[src/rtl/trng_pkg.sv]
// Shared types and default parameters for the TRNG collector slice.
package trng_pkg;

    typedef enum logic [1:0] {
        ST_IDLE    = 2'd0,
        ST_WARMUP  = 2'd1,
        ST_COLLECT = 2'd2,
        ST_FULL    = 2'd3
    } trng_state_e;

    localparam int DEF_WIDTH         = 32;
    localparam int DEF_WARMUP_CYCLES = 256;
    localparam int DEF_RCT_LIMIT     = 32;

endpackage

[src/rtl/trng_vn_extractor.sv]
// Von Neumann debiaser: pairs consecutive raw bits, 10 -> 1, 01 -> 0, 00/11 -> nothing.
module trng_vn_extractor (
    input  logic clk,
    input  logic rst_n,
    input  logic clear,
    input  logic raw_bit,
    output logic bit_valid,
    output logic vn_bit
);

    logic phase_r;
    logic first_r;

    // Pair register and phase flag; clear forces the next sample to be a first bit.
    always_ff @(posedge clk or negedge rst_n) begin
        if (!rst_n) begin
            phase_r <= 1'b0;
            first_r <= 1'b0;
        end else if (clear) begin
            phase_r <= 1'b0;
            first_r <= 1'b0;
        end else if (!phase_r) begin
            phase_r <= 1'b1;
            first_r <= raw_bit;
        end else begin
            phase_r <= 1'b0;
            first_r <= first_r;
        end
    end

    // A discordant pair emits its first bit.
    always_comb begin
        bit_valid = 1'b0;
        vn_bit    = first_r;
        if (!clear && phase_r && (first_r != raw_bit)) begin
            bit_valid = 1'b1;
        end else begin
            bit_valid = 1'b0;
        end
    end

endmodule

[src/rtl/trng_collector.sv]
// TRNG consumer: warm-up, von Neumann debiasing, word packing with valid/ready,
// and a sticky repetition-count health test on the raw stream.
module trng_collector
    import trng_pkg::*;
#(
    parameter int WIDTH         = DEF_WIDTH,
    parameter int WARMUP_CYCLES = DEF_WARMUP_CYCLES,
    parameter int RCT_LIMIT     = DEF_RCT_LIMIT
) (
    input  logic             clk,
    input  logic             rst_n,
    input  logic             enable,
    output logic             trng_en,
    input  logic             trng_out,
    output logic             word_valid,
    input  logic             word_ready,
    output logic [WIDTH-1:0] word_data,
    output logic             health_err,
    input  logic             health_clr
);

    localparam int WU_W = $clog2(WARMUP_CYCLES + 1);
    localparam int BC_W = $clog2(WIDTH + 1);
    localparam int RC_W = $clog2(RCT_LIMIT + 1);
    localparam logic [WU_W-1:0] WARM_LAST = WU_W'(WARMUP_CYCLES - 1);
    localparam logic [BC_W-1:0] BC_LAST   = BC_W'(WIDTH - 1);
    localparam logic [RC_W-1:0] RC_MAX    = RC_W'(RCT_LIMIT);

    trng_state_e      state_r, state_nx;
    logic [WU_W-1:0]  warm_cnt_r;
    logic [BC_W-1:0]  bit_cnt_r;
    logic [WIDTH-1:0] shreg_r;
    logic [WIDTH-1:0] shift_nx_s;
    logic [RC_W-1:0]  run_r, run_nx_s;
    logic             last_r;
    logic             collect_s, active_s, trip_s;
    logic             bit_valid_s, vn_bit_s;

    assign collect_s  = (state_r == ST_COLLECT) && enable;
    assign active_s   = (state_r == ST_COLLECT) || (state_r == ST_FULL);
    assign shift_nx_s = {shreg_r[WIDTH-2:0], vn_bit_s};

    trng_vn_extractor u_vn (
        .clk       (clk),
        .rst_n     (rst_n),
        .clear     (!collect_s),
        .raw_bit   (trng_out),
        .bit_valid (bit_valid_s),
        .vn_bit    (vn_bit_s)
    );

    // State register.
    always_ff @(posedge clk or negedge rst_n) begin
        if (!rst_n) begin
            state_r <= ST_IDLE;
        end else begin
            state_r <= state_nx;
        end
    end

    // Next-state logic; dropping enable returns to IDLE from anywhere.
    always_comb begin
        state_nx = state_r;
        if (!enable) begin
            state_nx = ST_IDLE;
        end else begin
            case (state_r)
                ST_IDLE:    state_nx = ST_WARMUP;
                ST_WARMUP:  state_nx = (warm_cnt_r == WARM_LAST) ? ST_COLLECT : ST_WARMUP;
                ST_COLLECT: state_nx = (bit_valid_s && (bit_cnt_r == BC_LAST)) ? ST_FULL : ST_COLLECT;
                ST_FULL:    state_nx = word_ready ? ST_COLLECT : ST_FULL;
                default:    state_nx = ST_IDLE;
            endcase
        end
    end

    // Warm-up counting, word packing and the output handshake.
    always_ff @(posedge clk or negedge rst_n) begin
        if (!rst_n) begin
            trng_en    <= 1'b0;
            warm_cnt_r <= '0;
            bit_cnt_r  <= '0;
            shreg_r    <= '0;
            word_data  <= '0;
            word_valid <= 1'b0;
        end else begin
            trng_en <= (state_nx != ST_IDLE);
            if (!enable) begin
                warm_cnt_r <= '0;
                bit_cnt_r  <= '0;
                shreg_r    <= '0;
                word_valid <= 1'b0;
            end else begin
                case (state_r)
                    ST_IDLE:   warm_cnt_r <= '0;
                    ST_WARMUP: warm_cnt_r <= warm_cnt_r + WU_W'(1);
                    ST_COLLECT: begin
                        if (bit_valid_s) begin
                            shreg_r <= shift_nx_s;
                            if (bit_cnt_r == BC_LAST) begin
                                word_data  <= shift_nx_s;
                                word_valid <= 1'b1;
                                bit_cnt_r  <= '0;
                            end else begin
                                bit_cnt_r <= bit_cnt_r + BC_W'(1);
                            end
                        end
                    end
                    ST_FULL: begin
                        if (word_ready) begin
                            word_valid <= 1'b0;
                        end
                    end
                    default: word_valid <= 1'b0;
                endcase
            end
        end
    end

    // Run length including the current raw bit, saturating at the limit.
    always_comb begin
        run_nx_s = run_r;
        if ((run_r == '0) || (trng_out != last_r)) begin
            run_nx_s = RC_W'(1);
        end else if (run_r == RC_MAX) begin
            run_nx_s = run_r;
        end else begin
            run_nx_s = run_r + RC_W'(1);
        end
        trip_s = active_s && (run_nx_s == RC_MAX);
    end

    // Repetition-count test; a trip in the same cycle as a clear keeps the flag set.
    always_ff @(posedge clk or negedge rst_n) begin
        if (!rst_n) begin
            run_r      <= '0;
            last_r     <= 1'b0;
            health_err <= 1'b0;
        end else begin
            if ((state_nx == ST_WARMUP) && (state_r != ST_WARMUP)) begin
                run_r <= '0;
            end else if (active_s) begin
                last_r <= trng_out;
                run_r  <= health_clr ? RC_W'(1) : run_nx_s;
            end else begin
                run_r <= run_r;
            end
            if (trip_s) begin
                health_err <= 1'b1;
            end else if (health_clr) begin
                health_err <= 1'b0;
            end else begin
                health_err <= health_err;
            end
        end
    end

endmodule

[config.mk]
export PLATFORM = sky130hd
export DESIGN_NAME = trng_collector
export DESIGN_NICKNAME = d
export VERILOG_FILES = /design/src/rtl/trng_pkg.sv /design/src/rtl/trng_vn_extractor.sv /design/src/rtl/trng_collector.sv
export SDC_FILE = /design/constraint.sdc
export NUM_CORES = 1
export LEC_CHECK = 0
export ABC_AREA = 1
export CAP_MARGIN = 20
export CORE_UTILIZATION = 50
export CTS_BUF_LIST = sky130_fd_sc_hd__clkbuf_8
export DETAILED_ROUTE_END_ITERATION = 10
export PLACE_DENSITY = 0.78
export SLEW_MARGIN = 0
export SYNTH_ARGS = -nofsm -noshare
export SYNTH_HDL_FRONTEND = slang
export SYNTH_SLANG_ARGS = --single-unit
[constraint.sdc]
create_clock -name clk -period 2.3 [get_ports clk]
set_clock_uncertainty 0.05 [all_clocks]
set_input_delay 0.345 -clock clk [delete_from_list [all_inputs] [get_ports clk]]
set_output_delay 0.345 -clock clk [all_outputs]
set_load 0.03 [all_outputs]
==> metrics.md <==
| Metric | Value |
|---|---|
| Status | `finished, final reports clean` |
| DR iter-0 viols | `166` |
| Total Routing Usage GR | `0.198` |
| Area contributors post-synth | `dfrtp_1 (59%), nand2_1 (7.0%), o22ai_1 (5.7%), inv_1 (5.6%), o21ai_2 (5.1%)` |
| TritonCTS sink count | `92` |
| Synth Area in Compound Gates | `0.164` |
| CP startpoint | `bit_cnt_r[0]` |
| H-tree depth | `3` |
| Wirelength per Cell | `13.4 um` |
| Total global routing overflow | `0` |
| Synth Instances | `402` |
| RSZ-0062 raised after global routing | `no` |
| Most frequent cell on the critical path | `nand2_1` |
| Sequential cell area | `0.00230 mm^2` |
| FF-to-FF Start | `bit_cnt_r[0]` |
| Root Buffer Master | `clkbuf_8` |
| Synth warnings | `0` |
| Drc violations | `0` |
| R2R depth | `9` |
| WP data required | `2.53 ns` |
| Adder-cell share of the synthesized area | `0.0159` |
| Hold-fix buffer count after cts | `1` |
| Crit. path cell count | `9` |
| Dpl cell area | `0.00442 mm^2` |
| Layout cells sized above 1 | `0.124` |
| Final wirelength | `7350 um` |
| Most frequent cells in the layout | `dfrtp_1 (92), nand2_1 (73), inv_1 (59), clkdlybuf4s50_1 (39), o22ai_1 (36)` |
| Crit path buffers/inverters | `2` |
| CP max FO | `39` |
| Largest family of logic cells by synthesized area | `compound AO/OA/AOI/OAI gates` |
| IO Pins | `41` |
| Worst Slack Setup Final | `0.449 ns` |
| P_leak | `2.04 nW` |
| Number of diodes | `0` |
| Initial antenna violation count | `0` |
| RePlAce Congestion | `0.909` |
| Clock transition at the registers of the reported paths | `0.09 ns` |
| Synth top area share | `0.585` |
| Fill cell total of the finished layout | `616` |
| Sw power | `0.652 mW` |
| R2R setup slack | `0.45 ns` |
| Crit. End Element | `register` |
| Flop pwr share | `0.572` |
| Cts bufs inserted | `9` |
| MaxCap Viol Count | `0` |
| Reg2reg end | `word_data[23]` |
| Logic pwr share | `0.036` |
| Worst VDD drop | `0.292 mV` |
| Crit path cell chain | `ha_1, nand3_1, nor2_1, nand2_1, nor2_4, inv_2, buf_4, nand2_1, o21ai_2` |
| Mux cell area share after synthesis | `0` |
| WHS Path Cells | `1` |
| Hold crit path type | `register to register` |
| Slew headroom | `0.692` |
| Most common cell after layout, fill and taps aside | `dfrtp_1` |
| PortBufs | `40` |
| Setup violators final | `0` |
| Core Region | `0.00741 mm^2` |
| CP Launch Type | `register` |
| Fin crit period | `1.85 ns` |
| Top Family by Delay on Critical Path | `simple AND/OR/NAND/NOR gates` |
| Clock Latency Late Sink | `0.36 ns` |
| Post-synth cell types | `29` |
| Clock network power share | `0.392` |
| Post-DRT Antenna Nets | `0` |
| Final count of pins violating max slew | `0` |
| Dpl hpwl | `4980 um` |
| Post-Syn Area per Cell | `9.78 um^2` |
| Largest net degree at the start of global routing | `40` |
| Die W | `90.7 um` |
| Final Instance Area | `0.00463 mm^2` |
| Sw Ratio | `0.229` |
| FMAX | `0.540 GHz` |
| Vias in the first global route | `2813` |
| Post-CTS Setup Bufs | `0` |
| First-pass GRT wire length | `13000 um` |
| Via count | `2914` |
| Slew @ Worst Pin | `0.462 ns` |
| Initial Util | `0.531` |
| Slowest stage cell on the critical path | `dfrtp_1` |
| Multi-input logic area | `0.00129 mm^2` |
| Final period utilization | `0.805` |
| Std cell rows | `31` |
| Post-Synth Simple-Gate Area | `0.137` |
| Mapped Nets | `413` |
| Post-synthesis sequential area ratio | `0.585` |
| Synth Area in XOR/XNOR | `0.0108` |
| TritonCTS clock tree | `done` |
| Pwr/cell area | `615 mW/mm^2` |
| DR pass1 iterations | `6` |
| CP max stage delay | `0.42 ns` |
| Worst path arrival time | `2.08 ns` |
| Setup_tns | `0 ns` |
| Net count, final | `457` |
| Critical Path End | `word_data[23]` |
| Register bit count reported by yosys | `92` |
| Worst setup path class | `register to register` |
| Place WS | `0.252 ns` |
| Post_cts resized | `0` |
| Die span in y | `90.7 um` |
| Die Area | `0.00822 mm^2` |
| Synth area leader | `dfrtp_1` |
| Final number of hold-violating endpoints | `0` |
| Area grow syn2layout | `17.8%` |
| Internal power | `2.20 mW` |
| Synth Cell Area | `0.00393 mm^2` |
| Vias per inst | `5.30` |
| Max Buffers Root-to-Sink | `2` |
kinds of logic (layout without fill, tap and decap cells):
| kind of cell | Yosys count | in the layout |
|---|---|---|
| flops | 92 | 92 |
| xor+xnor | 4 | 4 |
| simple gates | 124 | 124 |
| compound gates | 100 | 100 |
| buf+inv | 77 | 126 |
| fa+ha+maj | 5 | 5 |
cell usage after synthesis, drive strengths merged:
| library cell | number |
|---|---|
| nor2 | 19 |
| clkbuf | 7 |
| dfrtp | 92 |
| nor3 | 1 |
| a21oi | 9 |
| xor2 | 2 |
| o211ai | 1 |
| o21ai | 51 |
| xnor2 | 2 |
| nand3 | 25 |
| inv | 60 |
| nand4 | 4 |
| a22o | 1 |
| a32o | 1 |
| o21bai | 1 |
| buf | 10 |
| ha | 5 |
| o22ai | 36 |
| nand2 | 75 |
metrics by stage:
stage	cells	util	hold WS [ns]	power, mW
after detailed placement	533	0.596	0.287	1.77
after global routing	550	0.626	0.423	2.95
after CTS	550	0.626	0.397	2.88
after floorplan	402	-	-0.000591	1.70
final	550	0.626	0.399	2.85
after global placement	533	0.596	0.279	1.76
power by group through the flow:
stage                     Sequential (mW)  Combinational (mW)  Clock [mW]
after floorplan                      1.67              0.0348           0
final                                1.63               0.103        1.12
after global placement               1.66               0.102           0
after CTS                            1.63               0.106        1.14
after global routing                 1.63               0.117        1.20
after detailed placement             1.66               0.104           0
metal layers:
metal	share of wire	up-vias	global-route usage	routed length, um
li1	-	1414	-	-
met1	0.48	1429	0.273	3550
met2	0.47	59	0.309	3420
met3	0.034	12	0.0421	252
met4	0.017	0	0.0739	124
met5	0	-	0	0
sequential cells by signal, summed over array words and instances, names as in the netlist, 2 cells and up:
name        cells
state_r         2
run_r           6
warm_cnt_r      9
word_data      32
shreg_r        31
bit_cnt_r       6
layout make-up:
cell class,count,share of cell area
Sequential cell,92,0.497
Multi-Input combinational cell,233,0.278
Timing Repair Buffer,50,0.105
Inverter,60,0.0486
Clock buffer,10,0.0297
Tap cell,99,0.0267
Clock inverter,6,0.0148
how the worst min path moves through the flow:
stage | slack [ns] | from | endpoint
detailed placement | 0.29 | rst_n | word_data[8]
CTS | 0.40 | u_vn.phase_r | u_vn.phase_r
global route | 0.42 | u_vn.phase_r | u_vn.phase_r
finish | 0.40 | u_vn.phase_r | u_vn.phase_r
floorplan | -0.0006 | rst_n | bit_cnt_r[0]
global placement | 0.28 | rst_n | word_data[7]
No activity file was read; power rests on OpenSTA's default activity.
